==> config.mk <==
export PLATFORM = sky130hd
export DESIGN_NAME = serial_cmp_ctrl
export DESIGN_NICKNAME = d
export VERILOG_FILES = /design/src/rtl/cmp_pkg.sv /design/src/rtl/cmp_bit_cell.sv /design/src/rtl/serial_cmp_ctrl.sv
export SDC_FILE = /design/constraint.sdc
export NUM_CORES = 1
export LEC_CHECK = 0
export CAP_MARGIN = 20
export CORE_MARGIN = 8
export CORE_UTILIZATION = 56
export CTS_CLUSTER_SIZE = 10
export DETAILED_ROUTE_END_ITERATION = 7
export PLACE_DENSITY = 0.81
export SLEW_MARGIN = 20
export SYNTH_ARGS = -nofsm -noshare
export SYNTH_HDL_FRONTEND = slang
export SYNTH_SLANG_ARGS = --single-unit
==> constraint.sdc <==
create_clock -name clk -period 3.4 [get_ports clk]
set_input_delay 0.34 -clock clk [delete_from_list [all_inputs] [get_ports clk]]
set_output_delay 0.34 -clock clk [all_outputs]
set_load 0.02 [all_outputs]
==> src/rtl/cmp_pkg.sv <==
// Shared encodings for the bit-serial magnitude comparator: FSM states,
// K/L reset value and the gt/lt/eq result vector.
package cmp_pkg;

    typedef enum logic [1:0] {
        IDLE  = 2'd0,
        SHIFT = 2'd1,
        DONE  = 2'd2
    } state_e;

    // {K, L}; both set means "equal so far"
    localparam logic [1:0] KL_RESET = 2'b11;

    typedef struct packed {
        logic gt;
        logic lt;
        logic eq;
    } result_t;

    localparam result_t RES_NONE = '0;

    function automatic result_t kl_to_result(input logic [1:0] kl);
        result_t r;
        r.gt = kl[1] & ~kl[0];
        r.lt = ~kl[1] & kl[0];
        r.eq = kl[1] & kl[0];
        return r;
    endfunction

endpackage

==> src/rtl/cmp_bit_cell.sv <==
// One K/L magnitude-comparison cell: folds a single bit pair (A, B) into the
// running comparison state. Greater and less states are absorbing.
module cmp_bit_cell (
    input  logic k_i,
    input  logic l_i,
    input  logic a_i,
    input  logic b_i,
    output logic k_o,
    output logic l_o
);

    always_comb begin
        k_o = ~l_i | (k_i & a_i) | (k_i & ~b_i);
        l_o = ~k_i | (l_i & b_i) | (l_i & ~a_i);
    end

endmodule

==> src/rtl/serial_cmp_ctrl.sv <==
// Sequencer that streams two captured words MSB-first through one K/L cell
// and reports gt/lt/eq with a one-cycle done pulse.
module serial_cmp_ctrl
    import cmp_pkg::*;
#(
    parameter int unsigned WIDTH      = 8,
    parameter bit          EARLY_EXIT = 1'b1
) (
    input  logic                         clk,
    input  logic                         rst_n,
    input  logic                         start,
    input  logic                         abort,
    input  logic [WIDTH-1:0]             a_in,
    input  logic [WIDTH-1:0]             b_in,
    output logic                         busy,
    output logic                         done,
    output logic                         gt,
    output logic                         lt,
    output logic                         eq,
    output logic [$clog2(WIDTH+1)-1:0]   bits_used
);

    localparam int unsigned CW = $clog2(WIDTH + 1);

    state_e           state_q, state_d;
    logic [WIDTH-1:0] sha_q, sha_d;
    logic [WIDTH-1:0] shb_q, shb_d;
    logic [1:0]       kl_q, kl_d;
    logic [1:0]       kl_next;
    logic [CW-1:0]    cnt_q, cnt_d;
    result_t          res_q, res_d;
    logic [CW-1:0]    bits_q, bits_d;

    cmp_bit_cell u_cell (
        .k_i (kl_q[1]),
        .l_i (kl_q[0]),
        .a_i (sha_q[WIDTH-1]),
        .b_i (shb_q[WIDTH-1]),
        .k_o (kl_next[1]),
        .l_o (kl_next[0])
    );

    always_comb begin
        state_d = state_q;
        sha_d   = sha_q;
        shb_d   = shb_q;
        kl_d    = kl_q;
        cnt_d   = cnt_q;
        res_d   = res_q;
        bits_d  = bits_q;
        case (state_q)
            IDLE: begin
                if (start) begin
                    sha_d   = a_in;
                    shb_d   = b_in;
                    kl_d    = KL_RESET;
                    cnt_d   = '0;
                    state_d = SHIFT;
                end
            end
            SHIFT: begin
                if (abort) begin
                    state_d = IDLE;
                end else begin
                    kl_d  = kl_next;
                    sha_d = {sha_q[WIDTH-2:0], 1'b0};
                    shb_d = {shb_q[WIDTH-2:0], 1'b0};
                    cnt_d = cnt_q + CW'(1);
                    // Results are registered on the edge entering DONE so they
                    // are already valid while done is high.
                    if ((cnt_q == CW'(WIDTH - 1)) ||
                        (EARLY_EXIT && (kl_next[1] != kl_next[0]))) begin
                        state_d = DONE;
                        res_d   = kl_to_result(kl_next);
                        bits_d  = cnt_q + CW'(1);
                    end
                end
            end
            DONE: begin
                state_d = IDLE;
            end
            default: begin
                state_d = IDLE;
            end
        endcase
    end

    always_ff @(posedge clk or negedge rst_n) begin
        if (!rst_n) begin
            state_q <= IDLE;
            sha_q   <= '0;
            shb_q   <= '0;
            kl_q    <= KL_RESET;
            cnt_q   <= '0;
            res_q   <= RES_NONE;
            bits_q  <= '0;
        end else begin
            state_q <= state_d;
            sha_q   <= sha_d;
            shb_q   <= shb_d;
            kl_q    <= kl_d;
            cnt_q   <= cnt_d;
            res_q   <= res_d;
            bits_q  <= bits_d;
        end
    end

    assign busy      = (state_q == SHIFT) || (state_q == DONE);
    assign done      = (state_q == DONE);
    assign gt        = res_q.gt;
    assign lt        = res_q.lt;
    assign eq        = res_q.eq;
    assign bits_used = bits_q;

    kl_never_zero: assert property (@(posedge clk) disable iff (!rst_n) kl_q != 2'b00);

endmodule
Word level (Yosys, flattened, before mapping)
Index checks and enable logic that the tools add are counted.
W data, S select, Z words.
{"block": "totals", "ff_bits": 31, "wordCells": 58, "in_bits": 20, "output_inout_bits": 9}
{"block": "op_classes", "n_mux": 16, "bitwise": 18, "n_reduce_logical": 7, "addsub": 1, "n_eq_ne": 7}
{"operator": "$mux W8", "count": 4}
{"operator": "$pmux W8 S2", "count": 2}
{"operator": "$mux W2", "count": 5}
{"operator": "$mux W4", "count": 2}
{"operator": "$pmux W2 S2", "count": 2}
{"operator": "$pmux W4 S2", "count": 1}
{"operator": "$and A1 B1 Y1", "count": 7}
{"operator": "$not A1 Y1", "count": 7}
{"operator": "$reduce_and A3 Y1", "count": 2}
{"operator": "$add A4 B1 Y4 const B", "count": 1}
{"operator": "$eq A4 B3 Y1 const B", "count": 1}
{"operator": "$ne A2 B2 Y1 const B", "count": 2}
{"operator": "$or A1 B1 Y1", "count": 4}
{"operator": "$ne A3 B3 Y1 const B", "count": 1}
{"operator": "$eq A2 B1 Y1 const B", "count": 1}
{"operator": "$eq A2 B2 Y1 const B", "count": 1}
{"operator": "$logic_not A2 Y1", "count": 1}
{"operator": "$logic_or A1 B1 Y1", "count": 2}
{"operator": "$reduce_and A2 Y1", "count": 1}
{"operator": "$reduce_bool A2 Y1", "count": 1}
{"operator": "$ne A1 B1 Y1", "count": 1}

Longest topological paths before layout
Gate-level depths: netlist of run 1.
{"block": "logic_depth", "ltp_word": 8, "mapped_depth": 6, "depth_no_buf": 6}

Hierarchy
A second synthesis of run 1 with hierarchy kept.
{"block": "unflattened", "hier_cells": 138, "hier_area_um2": 1571.5}
{"module": "serial_cmp_ctrl", "cells_per_inst": 133, "area_each_um2": 1542.7, "n_inst": 1}
{"module": "cmp_bit_cell", "cells_per_inst": 5, "area_each_um2": 28.8, "n_inst": 1}

Least setup slack after synthesis of run 1
No wires, ideal clock.
{"block": "synth_path", "path_kind": "reg2reg", "startpoint": "register kl_q[0]", "endpoint": "register bits_q[1], in the netlist bits_used[1]", "setup_ns": 0.125, "path_slack_ns": 1.474, "arrival_time_ns": 1.801, "required_time_ns": 3.275, "stages_incl_launch_ff": 6, "path_cell_list": "dfstp_2 > a21boi_0 > inv_1 > ha_1 > a21oi_4 > mux2_2"}
{"block": "synth_via", "elab_chain_len": 6}
{"element": "start, declared", "line": "serial_cmp_ctrl.sv:28", "text": "logic [1:0] kl_q, kl_d;"}
{"element": "start signal, assigned", "line": "serial_cmp_ctrl.sv:101", "text": "kl_q <= kl_d;"}
{"element": "$and A1 B1 Y1 or $not A1 Y1 (tied branches)", "line": "cmp_bit_cell.sv:14, cmp_bit_cell.sv:13"}
{"element": "$or A1 B1 Y1, on equally long branches (2 in series)", "line": "cmp_bit_cell.sv:14, cmp_bit_cell.sv:13"}
{"element": "$ne A1 B1 Y1 *", "line": "serial_cmp_ctrl.sv:72", "text": "(EARLY_EXIT && (kl_next[1] != kl_next[0]))) begin"}
{"element": "$logic_or A1 B1 Y1 *", "line": "serial_cmp_ctrl.sv:71", "text": "if ((cnt_q == CW'(WIDTH - 1)) ||"}
{"element": "$reduce_and A3 Y1 (no line) *"}
{"element": "end signal, assigned", "line": "serial_cmp_ctrl.sv:104", "text": "bits_q <= bits_d;"}
{"element": "end, declared", "line": "serial_cmp_ctrl.sv:32", "text": "logic [CW-1:0] bits_q, bits_d;"}
Mark *: on every way between the ends. The rest lies on a longest branch, timed or not.
A chain may end at the register's enable or synchronous reset.

Worst setup path in the final report of run 1
{"block": "layout_path", "startpoint": "register kl_q[0]", "endpoint": "register bits_q[2], in the netlist bits_used[2]"}
The elaborated chain is that of the path after synthesis.

==> results of run 1 <==
power by group through the flow:
stage | combinational, mW | sequential, mW | clock [mW]
finish | 0.933 | 0.659 | 0.308
global route | 1.03 | 0.678 | 0.329
CTS | 0.940 | 0.657 | 0.314
detailed placement | 0.935 | 0.664 | 0
global placement | 0.906 | 0.650 | 0
floorplan | 0.683 | 0.676 | 0
sequential cells by signal, summed over array words and instances (netlist names), 2 cells and up:
register and flops:
bits_used 4, cnt_q 4, kl_q 2, sha_q 8, shb_q 8, state_q 2
placed cells by master (no fill, tap or decap), types with 2 or more instances in the layout:
master	count
dfrtp_1	29
clkdlybuf4s50_1	28
a21oi_1	18
a31oi_1	17
mux2i_1	16
ha_1	7
mux2_2	6
inv_1	5
clkbuf_4	5
nand2b_1	4
a21boi_0	4
nand2_1	4
nor2_1	3
buf_4	3
nor2b_1	2
a31o_2	2
and2b_1	2
dfstp_2	2
stage by stage:
step / cells / hold slack, ps / power [mW] / area, sq um
after floorplan: 147 / 44.4 / 1.36 / 1650
after global placement: 201 / 490 / 1.56 / 1940
after detailed placement: 201 / 498 / 1.60 / 1940
after CTS: 209 / 384 / 1.91 / 2020
after global routing: 209 / 413 / 2.04 / 2020
final: 209 / 372 / 1.90 / 2020
how the worst max path moves through the flow:
stage / slack (ps) / end
2_1_floorplan: 1470 / bits_used[1]
3_3_place_gp: 1360 / gt
3_5_place_dp: 1270 / bits_used[3]
4_1_cts: 1250 / bits_used[3]
5_1_grt: 1160 / bits_used[3]
6_report: 1260 / bits_used[2]
area by class of cell:
type                       instances  share of cell area
tap                               31              0.0192
sequential                        31               0.385
multi-input combinational        102               0.393
clock buffer                       6              0.0254
inverter                           6              0.0111
clock inverter                     2              0.0173
timing repair buffer              31               0.150
routing by layer:
metal	part of all wire	GRT usage	vias to the layer above
met5	0	0	-
met2	0.45	0.198	30
li1	-	-	605
met1	0.48	0.185	605
met4	0.018	0.0692	0
met3	0.048	0.0579	8
worst max-delay path, stage by stage, from the launching register on:
cell and delay [ps]:
dfstp_2 550, a21boi_0 330, inv_1 120, ha_1 360, a21oi_4 300, mux2_2 370
cells by family (layout without fill, tap and decap cells):
| group | count (synthesis) | after routing | share of synthesized area |
|---|---|---|---|
| muxes | 23 | 23 | 0.148 |
| and+or+nand+nor | 21 | 21 | 0.0783 |
| adders and majority gates | 7 | 7 | 0.0532 |
| xor gates and xnor gates | 1 | 1 | 0.00532 |
| DFF | 31 | 31 | 0.473 |
| AOI/OAI and AO/OA | 50 | 50 | 0.198 |
| buffers and inverters | 14 | 45 | 0.0441 |
==> impl_metrics.csv, run 1 <==
group,metric,value,unit
cts,htreeDepth,2,
power,vdd_drop_max,0.771,mV
critical_path,critPathArrivalTime,2370,ps
power,combPwrFrac,0.491,
timing,fin_crit,2140,ps
critical_path,startpoint,"kl_q[0]",
synthesis,synth.largest_area_cell,"dfrtp_1",
timing,setup_ws,1260,ps
global_routing,grt_max_degree,37,
power,clockPowerShare,0.162,
routing,drc,0,
floorplan,std_cell_rows,19,
routing,num_vias,1248,
synthesis,synth_common_cells,"29 x dfrtp_1, 18 x a21oi_1, 17 x a31oi_1, 16 x mux2i_1, 7 x ha_1",
timing,finalClockSkew,10.3,ps
timing,report.final.slew_viol_count,0,
synthesis,synth_edf_count,0,
placement,io_buffers,28,
cts,clk_pin_slew,100,ps
synthesis,yosys.area.top_type_share,0.441,
floorplan,core,0.00278,sq mm
critical_path,critPathCaptureType,"flop",
timing,fin_tns_setup,0,ps
cts,hold_buffers,0,
cts,clk_latency,340,ps
floorplan,fp.dieH,70.2,um
critical_path,cp-start-kind,"flop",
critical_path,crit_type,"reg -> reg",
routing,dr.first_iter.drc_count,71,
cells_and_area,antenna_cells,0,
global_routing,grt_pass1_vias,1248,
cells_and_area,fillerInstances,212,
synthesis,synth.avg_cell_area,11.2,sq um
timing,setup_violations,0,
critical_path,cp.required,3620,ps
power,seqPwrFrac,0.347,
synthesis,netlist_instances,147,
cells_and_area,multi_input_comb_area,795,sq um
routing,first_pass_iters,4,
synthesis,synth_nets,174,
timing,rsz0062_at_grt,"no",
synthesis,yosysUniqueCellTypes,37,
floorplan,dieArea,0.00493,sq mm
cts,cts.repair.resized,0,
power,p_sw_frac,0.393,
global_routing,grt_overflow,0,
timing,fin_crit_sh,0.631,
critical_path,reg2reg_to,"bits_used[2]",
placement,pre_cts_slack,1270,ps
cells_and_area,final_util,0.727,
synthesis,synth_most_common_cell,"dfrtp_1",
synthesis,synth_seq_area_share,0.473,
synthesis,synth-main-ff-cell,"dfrtp_1",
floorplan,die_x,70.2,um
routing,via_per_inst,5.97,
power,p_leak,0.896,nW
status,status,"finished clean",
cts,cts_inserted_buffers,5,
global_routing,grt_usage,0.142,
critical_path,ff2ff_path_depth,5,
synthesis,ys_ff_latch,31,
routing,antenna_left,0,
placement,place_hpwl,2.40,mm
synthesis,synth_area_leaders,"dfrtp_1 44%, mux2i_1 9.7%, a31oi_1 6.5%, a21oi_1 5.5%, ha_1 5.3%",
timing,fmax,466,MHz
cells_and_area,area_delta_synth_final,23.0,%
routing,wl,3.35,mm
synthesis,yosys_warnings,0,
cells_and_area,area.sequential,778,sq um
cells_and_area,drive_above_1_share,0.146,
cts,cts_tree,"yes",
synthesis,async_reset_ff_frac,1.00,
timing,tightestPinTransition,530,ps
power,p_sw,0.748,mW
cts,cts_root_buf,"clkbuf_4",
placement,gp_congestion,0.859,
cells_and_area,nets,204,
global_routing,antenna_found_initial,0,
critical_path,r2r_start,"kl_q[0]",
floorplan,io-pin-count,29,
hold_path,hold_class,"in -> async",
power,intPower,1.15,mW
floorplan,initial_core_util,0.592,
cts,clock_sinks,31,
power,power_per_cell_area,940,mW/mm^2
timing,finalHoldViolCount,0,
critical_path,worstPathMaxFanout,7,
routing,wire_per_inst,16.0,um
cts,clk_path_buf_depth,2,
global_routing,grt_pass1_wl,5.77,mm
run,drv_cap,0,
synthesis,syn_area,0.00165,sq mm
critical_path,r2r_slack,1260,ps
cts,postCtsSetupBuffers,0,
timing,max-slew-margin-rel,0.646,
No activity file was read; power rests on OpenSTA's default activity.
==> run 2: changes to the inputs <==
--- a/config.mk
+++ b/config.mk
@@ -7,10 +7,10 @@
 export LEC_CHECK = 0
 export CAP_MARGIN = 20
 export CORE_MARGIN = 8
-export CORE_UTILIZATION = 56
+export CORE_UTILIZATION = 52
 export CTS_CLUSTER_SIZE = 10
 export DETAILED_ROUTE_END_ITERATION = 7
-export PLACE_DENSITY = 0.81
+export PLACE_DENSITY = 0.76
 export SLEW_MARGIN = 20
 export SYNTH_ARGS = -nofsm -noshare
 export SYNTH_HDL_FRONTEND = slang
==> constraint.sdc (replaced) <==
create_clock -name clk -period 2 [get_ports clk]
set_input_delay 0.2 -clock clk [delete_from_list [all_inputs] [get_ports clk]]
set_output_delay 0.2 -clock clk [all_outputs]
set_load 0.02 [all_outputs]
==> impl_metrics.csv, run 2 (synthesis gave the netlist of run 1 again) <==
group,metric,value,unit
timing,fmax,511,MHz
routing,drc,0,
routing,num_vias,1242,
cells_and_area,fillerInstances,245,
cells_and_area,area.sequential,778,sq um
floorplan,std_cell_rows,20,
routing,dr.first_iter.drc_count,83,
critical_path,crit_type,"reg -> reg",
floorplan,core,0.00303,sq mm
cells_and_area,area_delta_synth_final,25.0,%
cts,clk_latency,340,ps
timing,fin_crit_sh,0.978,
timing,max-slew-margin-rel,0.745,
cells_and_area,drive_above_1_share,0.164,
critical_path,worstPathMaxFanout,7,
global_routing,antenna_found_initial,0,
global_routing,grt_overflow,0,
critical_path,endpoint,"eq",
timing,fin_hold_ws,238,ps
placement,place_hpwl,2.46,mm
timing,tightestPinTransition,382,ps
cts,hold_buffers,0,
cells_and_area,nets,209,
global_routing,grt_usage,0.139,
floorplan,initial_core_util,0.543,
cts,htreeDepth,2,
timing,fin_tns_setup,0,ps
power,vdd_drop_max,0.652,mV
cts,clock_sinks,31,
floorplan,dieArea,0.00522,sq mm
run,drv_cap,0,
cts,clk_pin_slew,100,ps
hold_path,hold_class,"in -> async",
cts,cts_tree,"yes",
placement,gp_congestion,0.789,
routing,wire_per_inst,14.9,um
cells_and_area,final_cell_mix,"29 x dfrtp_1, 28 x clkdlybuf4s50_1, 18 x a21oi_1, 17 x a31oi_1, 16 x mux2i_1",
cells_and_area,top_regs,"sha_q (8), shb_q (8)",
global_routing,grt_pass1_wl,5.76,mm
critical_path,reg2reg_to,"eq",
critical_path,critPathArrivalTime,2180,ps
power,p_leak,0.909,nW
cells_and_area,final_common_cell,"dfrtp_1",
routing,wl,3.39,mm
global_routing,grt_pass1_vias,1278,
critical_path,startpoint,"kl_q[1]",
cts,clk_path_buf_depth,2,
cells_and_area,antenna_cells,0,
critical_path,critPathCaptureType,"flop",
routing,first_pass_iters,4,
critical_path,ff2ff_path_depth,4,
cts,cts_root_buf,"clkbuf_4",
cells_and_area,multi_input_comb_area,798,sq um
floorplan,die_x,72.3,um
placement,io_buffers,28,
timing,fin_crit,1960,ps
critical_path,cp-start-kind,"flop",
timing,setup_violations,0,
status,status,"finished clean",
routing,via_per_inst,5.47,
power,power_per_cell_area,1550,mW/mm^2
critical_path,cp.required,2230,ps
global_routing,grt_max_degree,37,
routing,antenna_left,0,
timing,report.final.slew_viol_count,0,
floorplan,fp.dieH,72.3,um
critical_path,r2r_start,"kl_q[1]",
timing,finalHoldViolCount,0,
cts,cts_inserted_buffers,5,
floorplan,io-pin-count,29,
timing,finalClockSkew,10.8,ps
critical_path,r2r_slack,40,ps
-- run 2: power breakdown --
group | internal [mW] | leakage, nW | switching, mW | total [mW]
Sequential | 0.927 | 0.368 | 0.194 | 1.12
Combinational | 0.845 | 0.512 | 0.875 | 1.72
Clock | 0.137 | 0.0293 | 0.217 | 0.354
Total | 1.91 | 0.909 | 1.29 | 3.20
-- run 2: per-layer routing --
layer,GRT usage,vias up,part of all wire
met4,0.0476,0,0.012
li1,-,612,-
met1,0.156,591,0.43
met5,0,-,0
met3,0.0496,4,0.060
met2,0.238,35,0.50
-- run 2: final cells by class --
cell class,instances,area share
Tap cell,44,0.0268
Clock buffer,7,0.0219
Sequential cell,31,0.378
Clock inverter,1,0.00243
Multi-Input combinational cell,102,0.388
Timing Repair Buffer,36,0.172
Inverter,6,0.0109
-- run 2: critical path: stages (launching register included) --
cell and delay [ps]:
dfstp_2 560, a21boi_0 310, ha_1 340, a21oi_4 280, mux2_2 370
-- run 2: worst min path at each step --
stage          slack (ps)      endpoint  cells past startpoint   from
3_5_place_dp          490            lt                      1     lt
4_1_cts               240  bits_used[0]                      2  rst_n
2_1_floorplan        -100  bits_used[0]                      0  rst_n
6_report              240  bits_used[3]                      2  rst_n
5_1_grt               270  bits_used[2]                      2  rst_n
3_3_place_gp          490            lt                      1     lt
-- run 2: metrics by stage --
stage	area, sq um	util	worst slack (ps)	power (mW)	instances
6_report	2060	0.679	44.5	3.20	227
5_1_grt	2060	0.679	-0.702	3.45	227
4_1_cts	2050	0.676	27.7	3.20	226
3_5_place_dp	2000	0.659	41.2	2.84	218
3_3_place_gp	2000	0.659	115	2.76	218
2_1_floorplan	1650	-	74.4	2.31	147
-- run 2: repair_timing --
action | CTS | global route
endpoints found under the hold margin | 0 | 0
setup buffers | 0 | 1
setup endpoints to repair | 0 | 6
gates resized for setup | 0 | 2
==> run 3: changes to the inputs <==
--- a/config.mk
+++ b/config.mk
@@ -10,7 +10,7 @@
 export CORE_UTILIZATION = 52
 export CTS_CLUSTER_SIZE = 10
 export DETAILED_ROUTE_END_ITERATION = 7
-export PLACE_DENSITY = 0.76
+export PLACE_DENSITY = 0.79
 export SLEW_MARGIN = 20
 export SYNTH_ARGS = -nofsm -noshare
 export SYNTH_HDL_FRONTEND = slang
==> impl_metrics.csv, run 3 (synthesis gave the netlist of run 1 again) <==
group,metric,value,unit
status,status,"finished clean",
global_routing,grtUsageMet3,0.0606,
power,seqPwrFrac,0.333,
critical_path,worstPathMaxFanout,4,
critical_path,crit_type,"reg -> out",
placement,place_hpwl,2.47,mm
timing,fin_crit,1890,ps
run,drv_cap,0,
timing,rsz0062_at_grt,"no",
placement,io_buffers,28,
global_routing,grt_usage,0.139,
floorplan,fp.dieH,72.3,um
cells_and_area,area_delta_synth_final,26.9,%
power,p_sw,1.29,mW
timing,max-slew-margin-rel,0.743,
power,clockPowerShare,0.152,
placement,gp_congestion,0.821,
power,p_sw_frac,0.385,
timing,report.final.slew_viol_count,0,
routing,wl,3.37,mm
cts,htreeDepth,2,
cts,cts_inserted_buffers,5,
cells_and_area,top_regs,"sha_q (8), shb_q (8)",
global_routing,antenna_found_initial,0,
cts,cts_root_buf,"clkbuf_4",
cells_and_area,drive_above_1_share,0.179,
cells_and_area,final_util,0.690,
cts,cts_tree,"yes",
timing,setup_violations,0,
critical_path,critPathBufInv,2,
floorplan,initial_core_util,0.543,
global_routing,grt_busiest_layer,"met2",
critical_path,critPathCaptureType,"primary output",
routing,via_per_inst,5.49,
timing,fmax,528,MHz
floorplan,core,0.00303,sq mm
hold_path,hold_class,"in -> async",
cts,clk_path_buf_depth,2,
global_routing,grt_use_met1,0.152,
global_routing,grt_overflow,0,
timing,fin_tns_setup,0,ps
routing,num_vias,1251,
cells_and_area,stdcell_area,0.00209,sq mm
timing,finalHoldViolCount,0,
power,combPwrFrac,0.515,
routing,drc,0,
power,vdd_drop_max,0.871,mV
cts,clk_latency,330,ps
timing,finalClockSkew,7.57,ps
floorplan,io-pin-count,29,
critical_path,critPathMaxStageDelay,590,ps
critical_path,crit_path_cell_trace,"inv_1 > ha_1 > clkdlybuf4s50_1",
global_routing,grt_use_met2,0.227,
floorplan,dieArea,0.00522,sq mm
placement,placed_cell_area,0.00199,sq mm
critical_path,cp_top_family,"buffers and inverters",
routing,dr.first_iter.drc_count,53,
power,intPower,2.06,mW
power,p_leak,0.927,nW
power,power_per_cell_area,1610,mW/mm^2
critical_path,cp-start-kind,"flop",
floorplan,die_x,72.3,um
critical_path,cp_slowest_cell,"clkdlybuf4s50_1",
routing,antenna_left,0,
critical_path,cp.required,1800,ps
floorplan,std_cell_rows,20,
global_routing,grt_max_degree,37,
cts,clock_sinks,31,
cells_and_area,nets,210,
cells_and_area,final_common_cell,"dfrtp_1",
timing,fin_crit_sh,0.947,
global_routing,grt_pass1_vias,1220,
timing,fin_hold_ws,249,ps
timing,tightestPinTransition,385,ps
cells_and_area,final_cell_mix,"29 x dfrtp_1, 28 x clkdlybuf4s50_1, 18 x a21oi_1, 17 x a31oi_1, 16 x mux2i_1",
power,power,3.36,mW
cts,clk_pin_slew,100,ps
routing,first_pass_iters,4,
routing,wire_per_inst,14.8,um
critical_path,critPathArrivalTime,1690,ps
cts,hold_buffers,0,
cells_and_area,antenna_cells,0,
global_routing,grt_pass1_wl,5.66,mm
==> run 3: cell types whose count changed in the layout (fill, tap and decap cells not counted), sizes merged <==
cell	previous run	this run
bufinv	0	1
buf	8	9
clkbuf	7	6
==> run 3: worst paths after layout <==
| path | from | endpoint | slack (ps) | cells after the start |
|---|---|---|---|---|
| max in group asynchronous | rst_n | kl_q[0] | 1440 | 2 |
| hold reg to reg | bits_used[1] | bits_used[1] | 520 | 1 |
| setup / recovery | state_q[0] | busy | 110 | 3 |
| hold / removal | rst_n | shb_q[2] | 250 | 2 |
| setup reg to reg | sha_q[7] | bits_used[2] | 130 | 6 |
| min in group clk | b_in[0] | shb_q[0] | 500 | 2 |
==> run 3: worst reg2reg max path, cell delays in order (launching register included) <==
cell	delay (ps)
dfrtp_1	400
nand2b_1	160
a21boi_2	150
inv_1	70
ha_1	320
a21oi_4	270
mux2_2	380
==> run 3: per-layer routing <==
metal / share of wire / up-vias
met5: 0 / -
met2: 0.50 / 42
met1: 0.41 / 589
met4: 0.015 / 0
met3: 0.075 / 4
li1: - / 616
==> run 3: power groups by stage <==
stage	Sequential [mW]	Clock, mW	Combinational [mW]
2_1_floorplan	1.15	0	1.16
3_5_place_dp	1.13	0	1.72
4_1_cts	1.12	0.525	1.72
3_3_place_gp	1.11	0	1.64
5_1_grt	1.16	0.555	1.90
6_report	1.12	0.510	1.73
==> run 3: cell type report <==
cell class	count	area, sq um
multi-input combinational	102	798
tap	44	55.1
sequential	31	778
fill	243	940
timing repair buffer	37	348
clock buffer	6	51.3
inverter	6	22.5
clock inverter	2	35.0
==> run 3: metrics by stage <==
stage	worst slack, ps	instances
6_report	107	228
5_1_grt	9.31	228
2_1_floorplan	74.4	147
4_1_cts	37.8	227
3_3_place_gp	124	219
3_5_place_dp	53.6	219
==> run 3: timing repair <==
item                                    in CTS  in global routing
buffers inserted                             0                  1
gates resized for setup                      0                  3
endpoints found under the setup margin       0                  6
